===== config.mk =====
export PLATFORM = sky130hd
export DESIGN_NAME = disp_scan
export DESIGN_NICKNAME = d
export VERILOG_FILES = /design/src/rtl/disp_pkg.sv /design/src/rtl/hex_to_seg.sv /design/src/rtl/disp_scan.sv
export SDC_FILE = /design/constraint.sdc
export NUM_CORES = 1
export LEC_CHECK = 0
export ABC_AREA = 1
export BUFFER_PORTS_ARGS = -buffer_cell sky130_fd_sc_hd__buf_2
export CAP_MARGIN = 20
export CORE_ASPECT_RATIO = 1.1
export CORE_MARGIN = 2
export CORE_UTILIZATION = 57
export CTS_CLUSTER_SIZE = 30
export DETAILED_ROUTE_END_ITERATION = 8
export PLACE_DENSITY = 0.78
export SETUP_SLACK_MARGIN = 0.1
export SLEW_MARGIN = 15
export SYNTH_ARGS = -nofsm -noshare
export SYNTH_HDL_FRONTEND = slang
export SYNTH_SLANG_ARGS = --single-unit

===== constraint.sdc =====
create_clock -name clk -period 2.5 [get_ports clk]
set_input_delay 0.25 -clock clk [delete_from_list [all_inputs] [get_ports clk]]
set_output_delay 0.25 -clock clk [all_outputs]
set_load 0.01 [all_outputs]

===== src/rtl/disp_pkg.sv =====
// disp_pkg: shared types and glyph/anode constants for the 4-digit 7-segment scanner.
package disp_pkg;
  typedef logic [1:0] digit_t;
  localparam logic [6:0] SEG_BLANK = 7'b1111111;
  localparam logic [3:0] AN_OFF = 4'b1111;
  localparam logic [3:0] AN_D0 = 4'b1110;
  localparam logic [3:0] AN_D1 = 4'b1101;
  localparam logic [3:0] AN_D2 = 4'b1011;
  localparam logic [3:0] AN_D3 = 4'b0111;
  // Active-low segments, bit 6 = a ... bit 0 = g, indexed by nibble value 0..F.
  localparam logic [6:0] SEG_HEX [16] = '{
    7'b0000001, 7'b1001111, 7'b0010010, 7'b0000110,
    7'b1001100, 7'b0100100, 7'b0100000, 7'b0001111,
    7'b0000000, 7'b0000100, 7'b0001000, 7'b1100000,
    7'b0110001, 7'b1000010, 7'b0110000, 7'b0111000
  };
  function automatic logic [3:0] an_code(input digit_t d);
    return d == 2'd0 ? AN_D0 : d == 2'd1 ? AN_D1 : d == 2'd2 ? AN_D2 : AN_D3;
  endfunction
endpackage


===== src/rtl/hex_to_seg.sv =====
// hex_to_seg: combinational nibble to active-low 7-segment glyph decoder.
// Ports: nib_i nibble in, seg_o active-low segments (bit 6 = a ... bit 0 = g).
module hex_to_seg
  import disp_pkg::*;
(
  input  logic [3:0] nib_i,
  output logic [6:0] seg_o
);
  assign seg_o = SEG_HEX[nib_i];
endmodule


===== src/rtl/disp_scan.sv =====
// disp_scan: frame-latched 4-digit 7-segment scanner showing sel, blank, y[3:0], y[7:4].
// Ports: clk, reset (sync, active-high), y/sel data, hold (freeze shadows at frame start),
// anode/seg active-low registered pins, digit slot index, frame_start one-cycle pulse.
// Optional anti-ghosting gap at the start of each slot: define DISP_SCAN_BLANK_EN.
module disp_scan
  import disp_pkg::*;
#(
  parameter int REFRESH_DIV = 100000,
  parameter int BLANK_CYC   = 1000
) (
  input  logic       clk,
  input  logic       reset,
  input  logic [7:0] y,
  input  logic [3:0] sel,
  input  logic       hold,
  output logic [3:0] anode,
  output logic [6:0] seg,
  output logic [1:0] digit,
  output logic       frame_start
);
`ifdef DISP_SCAN_BLANK_EN
  localparam bit BLANK_EN = 1'b1;
`else
  localparam bit BLANK_EN = 1'b0;
`endif
  localparam int CW = $clog2(REFRESH_DIV);
  logic [CW-1:0] cnt_q, cnt_d;
  digit_t digit_q, digit_d;
  logic [7:0] sh_y_q, sh_y_d;
  logic [3:0] sh_sel_q, sh_sel_d;
  logic [3:0] anode_q, anode_d;
  logic [6:0] seg_q, seg_d;
  logic [3:0] nib;
  logic [6:0] glyph;
  logic fs, wrap, blank;
  always_comb begin
    wrap = cnt_q == CW'(REFRESH_DIV - 1);
    fs = cnt_q == '0 && digit_q == 2'd0;
    cnt_d = wrap ? '0 : cnt_q + 1'b1;
    digit_d = wrap ? digit_q + 1'b1 : digit_q;
    sh_y_d = fs && !hold ? y : sh_y_q;
    sh_sel_d = fs && !hold ? sel : sh_sel_q;
    // Digit 0 decodes the value being captured this cycle so the first glyph of a frame is fresh.
    nib = digit_q == 2'd0 ? sh_sel_d : digit_q == 2'd2 ? sh_y_q[3:0] : sh_y_q[7:4];
    blank = BLANK_EN && cnt_q < CW'(BLANK_CYC);
    anode_d = blank ? AN_OFF : an_code(digit_q);
    seg_d = blank || digit_q == 2'd1 ? SEG_BLANK : glyph;
  end
  hex_to_seg u_hex (.nib_i(nib), .seg_o(glyph));
  always_ff @(posedge clk) begin
    if (reset) begin
      cnt_q <= '0;
      digit_q <= 2'd0;
      sh_y_q <= '0;
      sh_sel_q <= '0;
      anode_q <= AN_OFF;
      seg_q <= SEG_BLANK;
    end else begin
      cnt_q <= cnt_d;
      digit_q <= digit_d;
      sh_y_q <= sh_y_d;
      sh_sel_q <= sh_sel_d;
      anode_q <= anode_d;
      seg_q <= seg_d;
    end
  end
  assign anode = anode_q;
  assign seg = seg_q;
  assign digit = digit_q;
  assign frame_start = fs && !reset;
endmodule

After elaboration in Yosys (flattened, before gate mapping) --
Memories as Yosys holds them, arrays and structs flattened. A register that Yosys moved wholly into a read port is not among the register bits. Index checks and enable logic that the tools add are counted.
Cells by class: add/sub/neg operators 2, equality and inequality tests 3, mux-type cells 6, bitwise gates (word level) 1, reduce and logical (&&, ||, !) cells 11
Operators with widths (number):
- 17-bit by 1-bit adder with 17-bit output (second input constant) | 1
- 17-bit equality test (second input constant) | 1
- 17-bit logical NOT | 1
- 4-bit two-way mux | 4
- 2-bit OR reduction | 3
- 4-bit inverter with 5-bit output | 1
- 1-bit logical AND | 3
- 3-bit OR reduction | 1
- 2-bit by 1-bit adder with 2-bit output (second input constant) | 1
- 2-bit by 1-bit equality test with 1-bit output (second input constant) | 1
- 2-bit equality test (second input constant) | 1
- 1-bit logical NOT | 2
- 2-bit logical NOT | 1
- 2-bit two-way mux | 1
- 1-bit two-way mux | 1
Storage, ports and cells: bits in registers 35, bits in read-only memories 112, input port bits 15, logic and storage cells 31, memories kept 1
Memory list:
- (name not given) | words 16, width 7, rd ports 1, clocked after memory_dff 1, write ports 0, RTL line hex_to_seg.sv:9 | assign seg_o = SEG_HEX[nib_i];

Longest topological paths before layout --
Gate-level depths: netlist of run 1.
word-level depth 6, depth in mapped cells 17, mapped depth without buffers 17

Cells and area by module --
From an unflattened synthesis of run 1, not the netlist that was laid out.
Second synthesis, totals: cell total of the unflattened synthesis 340, area total of the unflattened synthesis 2386.0 sq um
By module, submodules not included:
- disp_scan | instances 1, cells an instance 291, area each 2112.0 sq um
- hex_to_seg | instances 1, cells an instance 49, area each 274.0 sq um

Worst setup path after synthesis of run 1 --
No wires, ideal clock.
path kind reg-to-reg, start point reg digit_q[0] (netlist: digit[0]), end point reg seg_q[3] (netlist: seg[3]), setup time 0.127 ns, data arrival time 2.007 ns, required time 2.373 ns, setup slack 0.366 ns, stages on the path, launching flop included 16, buffers on the path 1, period minus slack after synthesis 2.134 ns, path through dfxtp_1 > inv_1 > ha_1 > buf_4 > nand2_2 > nor2_2 > nand4_2 > nand2_1 > nand3_1 > nand2_1 > inv_1 > ha_1 > nand3_1 > nand2_1 > nand2_1 > nand3_1
On the way: word-level cells in the longest chain between the ends 6
RTL lines:
- from (decl) | RTL line disp_scan.sv:28 | digit_t digit_q, digit_d;
- from (signal assigned) | RTL line disp_scan.sv:60 | digit_q <= digit_d;
- 2-bit logical NOT | RTL line disp_scan.sv:38, disp_scan.sv:44
- 1-bit logical AND | RTL line disp_scan.sv:38 | fs = cnt_q == '0 && digit_q == 2'd0;
- 1-bit logical AND | RTL line disp_scan.sv:42 | sh_sel_d = fs && !hold ? sel : sh_sel_q;
- 4-bit two-way mux | RTL line disp_scan.sv:42
- 4-bit two-way mux | RTL line disp_scan.sv:44 | nib = digit_q == 2'd0 ? sh_sel_d : digit_q == 2'd2 ? sh_y_q[3:0] : sh_y_q[7:4];
- 4-bit inverter with 5-bit output (not written as such) | RTL line hex_to_seg.sv:9
- to (decl) | RTL line disp_scan.sv:32 | logic [6:0] seg_q, seg_d;
Several ways; a longest one is shown, not always the timed one. A chain may end at the register's enable or synchronous reset.

Worst setup path in the final report of run 1 --
Same ends and word-level chain as after synthesis.

==> out/metrics.csv, run 1 <==
metric;value;unit
ys_seq_area_share;37.48;%
p_total;0.001505;W
first_pass_iters;4;
cts_tree;yes;
synthCells;305;
grt_max_degree;17;
slowest_delay;320;ps
rows;23;
outcome;completed;
comb_power_share;16.5;%
cp-start-kind;register;
ys_warn_count;0;
whs;193.6;ps
yosys.area.top_type;dfxtp_1;
drtIter0Drc;146;
die_y;69.80;um
finalNonFillerCells;393;
synth_area;0.002243;mm^2
antenna_found_initial;0;
p_sw;0.0004053;W
synth.top_cells.by_count;63 x nand2_1, 42 x dfxtp_1, 38 x nor2_1;
ys_ff_latch;42;
io-pin-count;29;
relSlewSlack;72.47;%
grt_usage;23.01;%
clock_path_buffers;2;
maxSlewViolCount;0;
synthArstFlopShare;0;%
cts-htree-levels;2;
cp_data_required_time;2670;ps
vdd_drop_max;0.3693;mV
cts_sinks;42;
grt_first_pass_wirelength;8204;um
fin_skew;12.24;ps
synth_edf_count;0;
finalCriticalPeriod;2241;ps
cts_made_buffers;5;
power_density;580.5;mW/mm^2
n_antenna_cell;0;
fin_crit_sh;89.64;%
drc;0;
place_hpwl;3540;um
synth.net_count;331;
synth_top_area_share;37.48;%
placed_cells;382;
synth.most_common_cell;nand2_1;
arrival;2420;ps
vias;2013;
p_int;0.001100;W
cp_max_fo;8;
path_clk_slew;90;ps
drt-total-wl;4579;um
maxCapViolCount;0;
path_cells;inv_1 -> ha_1 -> nand2_2 -> nor2_2 -> nand4_4 -> inv_4 -> nand2_2 -> nand3_1 -> nand2_2 -> ha_1 -> inv_1 -> nand3_1 -> nand2_1 -> nand2_1 -> nand3_1;
leakagePower;1.162;nW
core;0.003712;mm^2
power_frac_clock;35.7;%
via_per_inst;5.122;
hp-class;in -> reg;
io_buffers;28;
fillers;313;
gp_congestion;0.8876;
worst_pin_slew;411.5;ps
slowest_stage;dfxtp_1;
setup_viol;0;
endpoint_kind;register;
chipWidth;63.82;um
ant_nets;0;
fin_nets;368;
area_growth;15.56;%
critPathKind;reg -> reg;
hold_viol_final;0;
grt_setup_unrepaired;no;
synth.distinct_cells;36;
initial_core_util;60.43;%
drive_above_1_share;24.78;%
synth.area.top_cells;dfxtp_1 37%, nand2_1 11%, nor2_1 6.4%, ha_1 6.1%, inv_1 5.5%;
setup-tns-final;0;ps
ys.flop_type;dfxtp_1;
die_area;0.004454;mm^2
wl_per_cell;11.65;um
grt-ovfl-total;0;
clock_latency;300;ps
seqPwrFrac;47.8;%
first_global_vias;1942;
fmax;446.2;MHz
switching_share;26.93;%
root_buffer;clkbuf_8;
synth.avg_cell_area;7.355;um^2
## power by group through the flow
stage	sequential, W	combinational [W]	clock (W)
after floorplan	0.000743	0.000161	0
after global placement	0.000735	0.000231	0
after detailed placement	0.000735	0.000235	0
after CTS	0.000720	0.000236	0.000551
after global routing	0.000724	0.000284	0.000573
final	0.000719	0.000248	0.000537
## final cells by class
class | count | area [um^2] | share of cell area (%)
multi-input combinational | 217 | 1231 | 47.49
sequential | 42 | 840.8 | 32.43
timing repair buffer | 34 | 185.2 | 7.143
inverter | 42 | 162.7 | 6.274
clock buffer | 6 | 72.57 | 2.799
tap | 50 | 62.56 | 2.413
clock inverter | 2 | 37.54 | 1.448
## kinds of logic after synthesis
group / count (synthesis) / synth area share [%]
simple gates: 171 / 39.32
xor+xnor: 2 / 0.7810
fa+ha+maj: 11 / 6.135
buf+inv: 46 / 8.143
compound gates: 33 / 8.143
flops: 42 / 37.48
## metal layers
layer	vias up	routed length (um)	GRT usage, %
li1	1044	-	-
met1	914	1920	26.27
met2	45	2358	40.63
met3	10	191	5.032
met4	0	109	9.662
met5	-	0	0
## final timing paths
kind / from / endpoint / slack (ps) / cells past startpoint
worst max-delay path: digit[0]$_SDFFE_PP0P_ / seg[3]$_SDFF_PP1_ / 260 / 15
worst max register to register: digit[0]$_SDFFE_PP0P_ / seg[3]$_SDFF_PP1_ / 260 / 15
worst min register to register: cnt_q[0]$_SDFF_PP0_ / cnt_q[0]$_SDFF_PP0_ / 460 / 1
worst min-delay path: y[7] / sh_y_q[7]$_SDFFE_PP0N_ / 190 / 3
## sequential cells by signal, summed over array words and instances, names as in the netlist
| name | count |
|---|---|
| anode | 4 |
| cnt_q | 17 |
| digit | 2 |
| seg | 7 |
| sh_sel_q | 4 |
| sh_y_q | 8 |
## critical path: cells and delay by family (launching register included)
kind                     cells  cell delay [ps]
buffers and inverters        3              290
adder cells (fa/ha/maj)      2              510
AND/OR/NAND/NOR             10              980
flip-flops                   1              320
## timing repair
| item | in CTS | in global routing |
|---|---|---|
| setup endpoints to repair | 0 | 3 |
| hold buffers | 0 | 0 |
| resized for setup | 0 | 3 |
| setup buffers | 0 | 3 |
## cells in the final DEF (no fill, tap or decap), types with 3 or more instances in the layout
cell type,n
nor2_4,4
nor3_1,6
nand3_1,24
clkbuf_8,5
buf_2,28
buf_4,6
nor2_2,5
o211ai_1,3
o21ai_0,11
inv_2,6
a21oi_1,15
nand2_2,11
nand3_2,6
nand2_1,62
inv_1,33
dfxtp_1,42
nor2_1,38
ha_1,11
## through the flow
| stage | util (%) | worst slack (ps) | area [um^2] |
|---|---|---|---|
| final | 69.83 | 258.9 | 2592 |
| after floorplan | - | 365.9 | 2243 |
| after detailed placement | 65.89 | 236.2 | 2446 |
| after global routing | 69.83 | 85.15 | 2592 |
| after global placement | 65.89 | 311.9 | 2446 |
| after CTS | 68.86 | 228.9 | 2556 |
(Power assumes the default switching activity.)
==> run 2, diff against run 1 <==
Settings changed: ABC_AREA 1 to unset, CORE_UTILIZATION 57 to 56, PLACE_DENSITY 0.78 to 0.77.
==> out/metrics.csv, run 2 <==
metric;value;unit;change
synthCells;214;;-30%
finalNonFillerCells;309;;-21%
cts_made_buffers;5;;unchanged
leakagePower;1.096;nW;-5.6%
fin_nets;286;;-22%
regToRegSetupSlack;-40;ps;-290 ps
grt_setup_unrepaired;yes;;
grt_usage;22.09;%;-0.92 points
antenna_found_initial;0;;unchanged
p_int;0.0009901;W;-10%
pre_cts_slack;-8.600;ps;-244.8 ps
multiInputGateArea;0.001179;mm^2;-4.3%
outcome;finished, violations left;;
power_density;549.3;mW/mm^2;-5.4%
synth_top_area_share;42.56;%;+5.1 points
cts-htree-levels;2;;unchanged
ys_ff_latch;42;;unchanged
grt_max_degree;21;;+4
io_buffers;28;;unchanged
ys.flop_type;dfxtp_1;;
grtUsageMet1;24.91;%;-1.4 points
grt_first_pass_wirelength;6768;um;-18%
synth.area.top_cells;dfxtp_1 43%, mux2i_1 8.1%, ha_1 7.0%, nor2_1 6.8%, xor2_1 4.9%;;
comb_power_share;21.9;%;+5.4 points
failed_checks;negative setup slack;;
cp-start-kind;register;;
register_area;845.8;um^2;+0.60%
first_pass_iters;5;;+1
grt-ovfl-total;0;;unchanged
setup_viol;1;;+1
ys_warn_count;0;;unchanged
largest_register;cnt_q;;
clock_path_buffers;2;;unchanged
synth.distinct_cells;44;;+22%
met2_usage;40.05;%;-0.57 points
clock_latency;350;ps;+50 ps
synth_area;0.001976;mm^2;-12%
fin_skew;16.71;ps;+4.465 ps
ant_nets;0;;unchanged
arrival;2740;ps;+320 ps
drt-total-wl;4234;um;-7.5%
largest_reg_flops;17;;unchanged
wl_per_cell;13.70;um;+18%
root_buffer;clkbuf_4;;
finalCriticalPeriod;2535;ps;+294.4 ps
n_antenna_cell;0;;unchanged
die_y;66.30;um;-5.0%
place_hpwl;2913;um;-18%
worst_pin_slew;587.4;ps;+175.9 ps
drive_above_1_share;35.63;%;+11 points
fin_crit_sh;101.4;%;+12 points
seqPwrFrac;52.2;%;+4.4 points
synth.most_common_cell;dfxtp_1;;
gp_congestion;0.9131;;+2.9%
synth_edf_count;0;;unchanged
chipWidth;60.63;um;-5.0%
initial_core_util;58.83;%;-1.6 points
synthArstFlopShare;0;%;unchanged
yosys.area.top_type;dfxtp_1;;
cp_data_required_time;2710;ps;+40 ps
synth.top_cells.by_count;42 x dfxtp_1, 36 x nor2_1, 16 x mux2i_1;;
maxCapViolCount;0;;unchanged
fillers;262;;-16%
maxSlewViolCount;0;;unchanged
cp_max_fo;6;;-2
synth.net_count;240;;-27%
final_common_cell;dfxtp_1;;
area_growth;26.92;%;
endpoint_kind;register;;
hold_viol_final;0;;unchanged
power_frac_clock;25.9;%;-9.8 points
vias;1636;;-19%
die_area;0.004019;mm^2;-9.8%
path_clk_slew;130;ps;+40 ps
cts_sinks;42;;unchanged
via_per_inst;5.294;;+3.4%
gr-usage-met3;5.284;%;+0.25 points
busiest_layer;met2;;
cts_tree;yes;;
drc;0;;unchanged
cts_hold_buf;0;;unchanged
drtIter0Drc;91;;-38%
mostFrequentLayoutCells;38 x dfxtp_1, 36 x nor2_1, 28 x buf_2, 20 x buf_4, 14 x mux2i_1;;
worst_slack;-35.43;ps;-294.4 ps
first_global_vias;1574;;-19%
core;0.003358;mm^2;-9.5%
fmax;394.4;MHz;-12%
p_sw;0.0003874;W;-4.4%
vdd_drop_max;0.4018;mV;+8.8%
switching_share;28.12;%;+1.2 points
placed_cells;295;;-23%
critPathKind;reg -> reg;;
ys_seq_area_share;42.56;%;+5.1 points
synth.avg_cell_area;9.232;um^2;+26%
hp-class;in -> reg;;
io-pin-count;29;;unchanged
rows;22;;-4.3%
relSlewSlack;60.54;%;-12 points
[run 2: cell count changes after synthesis, moves of 11 or more]
cell	previous run	this run
a21oi_1	15	3
inv_1	33	11
mux2i_1	0	16
nand2_1	63	14
nand3_1	24	5
o21ai_0	11	0
[run 2: cells by family (layout without fill, tap and decap cells)]
| kind of cell | Yosys count | count (layout) | share of synthesized area [%] |
|---|---|---|---|
| xor+xnor | 16 | 16 | 7.093 |
| simple gates | 86 | 86 | 21.66 |
| fa+ha+maj | 11 | 11 | 6.966 |
| compound gates | 18 | 18 | 7.220 |
| buf+inv | 22 | 69 | 4.687 |
| flops | 42 | 42 | 42.56 |
| mux | 19 | 19 | 9.816 |
[run 2: worst max-delay path: stages, from the launching register on]
cell	delay, ps
dfxtp_2	350
inv_2	50
ha_1	120
nor4b_2	170
nand4b_1	140
or3_4	430
mux2i_2	180
mux2_4	330
ha_4	290
mux2i_1	60
nor3_1	210
a41oi_1	60
[run 2: per-layer routing]
layer	part of all wire (%)	vias up
met1	42	776
met2	53	36
met5	0	-
li1	-	818
met4	1.4	0
met3	3.6	6
[run 2: layout make-up]
cell class / instances / share of cell area (%)
Clock buffer: 6 / 2.046
Sequential cell: 42 / 33.73
Multi-Input combinational cell: 150 / 47.01
Timing Repair Buffer: 50 / 12.48
Clock inverter: 2 / 0.4990
Tap cell: 48 / 2.395
Inverter: 11 / 1.846
[run 2: worst paths after layout]
| kind | startpoint | to | cells after the start |
|---|---|---|---|
| setup / recovery | cnt_q[0]$_SDFF_PP0_ | seg[3]$_SDFF_PP1_ | 11 |
| hold / removal | y[6] | sh_y_q[6]$_SDFFE_PP0N_ | 3 |
| setup reg to reg | cnt_q[0]$_SDFF_PP0_ | seg[3]$_SDFF_PP1_ | 11 |
| hold reg to reg | sh_y_q[6]$_SDFFE_PP0N_ | sh_y_q[6]$_SDFFE_PP0N_ | 2 |
[run 2: timing repair]
action,CTS,global route
resized for setup,3,18
hold endpoints to repair,0,0
pin swaps,4,10
setup endpoints to repair,7,7
buffers inserted,3,4
[run 2: stage by stage]
stage	area [um^2]	hold WS (ps)	TNS [ps]	util [%]	power [W]
6_report	2507	120.0	-35.43	74.66	0.001377
5_1_grt	2507	113.7	-241.5	74.66	0.001449
4_1_cts	2402	106.7	0	71.54	0.001352
3_5_place_dp	2302	474.8	-9.553	68.55	0.0009883
3_3_place_gp	2302	466.8	0	68.55	0.0009831
2_1_floorplan	2033	393.9	0	-	0.0009153
[run 2: power groups by stage]
stage / Combinational [W] / Clock (W) / Sequential (W)
6_report: 0.000301 / 0.000357 / 0.000720
3_5_place_dp: 0.000254 / 0 / 0.000734
5_1_grt: 0.000328 / 0.000395 / 0.000725
2_1_floorplan: 0.000171 / 0 / 0.000744
3_3_place_gp: 0.000250 / 0 / 0.000733
4_1_cts: 0.000267 / 0.000366 / 0.000719
==> run 3, diff against run 2 <==
--- a/config.mk
+++ b/config.mk
@@ -7,5 +7,5 @@
 export LEC_CHECK = 0
 export BUFFER_PORTS_ARGS = -buffer_cell sky130_fd_sc_hd__buf_2
-export CAP_MARGIN = 20
+export CAP_MARGIN = 15
 export CORE_ASPECT_RATIO = 1.1
 export CORE_MARGIN = 2
==> constraint.sdc (replaced) <==
create_clock -name clk -period 2.5 [get_ports clk]
set_input_delay 0.25 -clock clk [delete_from_list [all_inputs] [get_ports clk]]
set_output_delay 0.25 -clock clk [all_outputs]
set_load 0.02 [all_outputs]
==> out/metrics.csv, run 3 (same netlist as run 2, synthesis figures left out) <==
metric;value;unit;change
largest_register;cnt_q;;
core;0.003358;mm^2;unchanged
place_hpwl;3002;um;+3.1%
cts_sinks;42;;unchanged
comb_power_share;24.0;%;+2.1 points
grt_usage;23.69;%;+1.6 points
rr_startpoint;cnt_q[1]$_SDFF_PP0_;;
drtIter0Drc;101;;+11%
antenna_found_initial;0;;unchanged
power_frac_clock;25.1;%;-0.8 points
n_antenna_cell;0;;unchanged
io_buffers;28;;unchanged
maxSlewViolCount;0;;unchanged
vias;1638;;+0.12%
design_area;0.002546;mm^2;+1.5%
leakagePower;1.126;nW;+2.7%
worstHoldStart;y[4];;
largest_reg_flops;17;;unchanged
timing.rr.end;seg[6]$_SDFF_PP1_;;
initial_core_util;58.83;%;unchanged
cts-htree-levels;2;;unchanged
p_int;0.001012;W;+2.2%
first_global_vias;1674;;+6.4%
via_per_inst;5.184;;-2.1%
first_pass_iters;4;;-1
mostFrequentLayoutCells;38 x dfxtp_1, 36 x nor2_1, 28 x buf_2, 26 x buf_4, 15 x mux2i_1;;
worst_pin_slew;531.4;ps;-56.03 ps
cts_hold_buf;0;;unchanged
placed_area;0.002350;mm^2;+2.1%
drive_above_1_share;35.45;%;-0.18 points
grt_setup_unrepaired;yes;;
wl_per_cell;13.10;um;-4.4%
arrival;2710;ps;-30 ps
rows;22;;unchanged
fin_crit_sh;98.36;%;-3.1 points
die_area;0.004019;mm^2;unchanged
ant_nets;0;;unchanged
maxCapViolCount;0;;unchanged
regToRegSetupSlack;40;ps;+80 ps
final_common_cell;dfxtp_1;;
setup_viol;0;;-1
io-pin-count;29;;unchanged
cts_made_buffers;5;;unchanged
seqPwrFrac;50.9;%;-1.3 points
worst-r2r-cell-count;11;;unchanged
fin_nets;293;;+2.4%
cp-start-kind;register;;
hp-class;in -> reg;;
relSlewSlack;64.30;%;+3.8 points
drc;0;;unchanged
chipWidth;60.63;um;unchanged
fin_skew;10.32;ps;-6.383 ps
outcome;completed;;
cts_tree;yes;;
clock_latency;360;ps;about the same
cp_max_fo;7;;+1
root_buffer;clkbuf_4;;
endpoint_kind;register;;
hold_depth;3;;unchanged
worst_slack;40.92;ps;+76.35 ps
hold_end;sh_y_q[4]$_SDFFE_PP0N_;;
finalCriticalPeriod;2459;ps;-76.35 ps
area_growth;28.88;%;
hold_viol_final;0;;unchanged
drt-total-wl;4141;um;-2.2%
vdd_drop_max;0.4003;mV;-0.38%
fmax;406.7;MHz;+3.1%
path_clk_slew;120;ps;about the same
switching_share;28.37;%;+0.25 points
power_density;554.7;mW/mm^2;+0.98%
grt_first_pass_wirelength;7113;um;+5.1%
die_y;66.30;um;unchanged
grt_max_degree;21;;unchanged
clock_path_buffers;2;;unchanged
cp_data_required_time;2750;ps;+40 ps
grt-ovfl-total;0;;unchanged
p_sw;0.0004007;W;+3.4%
pre_cts_slack;-85.06;ps;-76.46 ps
critPathKind;reg -> reg;;
fillers;257;;-1.9%
gp_congestion;0.8789;;-3.7%
## run 3: metrics by stage
stage	cells	hold slack (ps)	total power, W	utilization (%)	setup TNS [ps]
finish	316	111.0	0.001412	75.82	0
detailed placement	301	475.3	0.001022	69.97	-254.5
floorplan	214	393.9	0.0009311	-	0
global route	316	108.0	0.001486	75.82	-651.2
CTS	313	102.7	0.001407	74.55	0
global placement	301	475.9	0.001019	69.97	0
## run 3: layout make-up
type                    instances  area [um^2]  area share, %
clock buffers                   7        55.05          2.162
clock inverters                 1        5.005         0.1966
inverters                      11        46.29          1.818
multi-input cells             150         1165          45.75
flip-flops and latches         42        845.8          33.22
well taps                      48        60.06          2.359
repair buffers                 57        369.1          14.50
## run 3: power by group through the flow
stage / clock network [W] / logic, W / registers, W
6_report: 0.000355 / 0.000339 / 0.000719
5_1_grt: 0.000396 / 0.000367 / 0.000724
4_1_cts: 0.000367 / 0.000321 / 0.000719
3_5_place_dp: 0 / 0.000288 / 0.000734
3_3_place_gp: 0 / 0.000286 / 0.000733
2_1_floorplan: 0 / 0.000172 / 0.000759
## run 3: worst max-delay path by stage
| stage | start | to | slack (ps) | depth (start not counted) |
|---|---|---|---|---|
| after global routing | cnt_q[1]$_SDFF_PP0_ | seg[3]$_SDFF_PP1_ | -110 | 13 |
| after global placement | cnt_q[1]$_SDFF_PP0_ | seg[2]$_SDFF_PP1_ | 50 | 11 |
| after floorplan | cnt_q[0]$_SDFF_PP0_ | seg[5]$_SDFF_PP1_ | 60 | 10 |
| after detailed placement | cnt_q[1]$_SDFF_PP0_ | seg[2]$_SDFF_PP1_ | -90 | 11 |
| after CTS | cnt_q[0]$_SDFF_PP0_ | seg[5]$_SDFF_PP1_ | 60 | 9 |
| final | cnt_q[1]$_SDFF_PP0_ | seg[6]$_SDFF_PP1_ | 40 | 11 |
## run 3: metal layers
| metal | part of all wire (%) | global-route usage (%) | vias up |
|---|---|---|---|
| met5 | 0 | 0 | - |
| met4 | 2.9 | 9.511 | 0 |
| met3 | 3.4 | 5.284 | 15 |
| met2 | 52 | 43.68 | 39 |
| met1 | 41 | 25.18 | 756 |
| li1 | - | - | 828 |
## run 3: repair_timing
action,in CTS,in global routing
setup buffers,4,3
resized for setup,13,4
gates cloned,0,0
pin swaps,4,2
endpoints found under the setup margin,7,7
## run 3: critical path, cell delays in order, from the launching register on
cell      delay, ps
dfxtp_2         350
inv_2            80
ha_4            130
nor4b_4         170
nand4b_1        140
or3_4           430
mux2i_1         230
mux2_4          260
inv_4            60
ha_4            160
nor3_1          260
o31ai_2          90
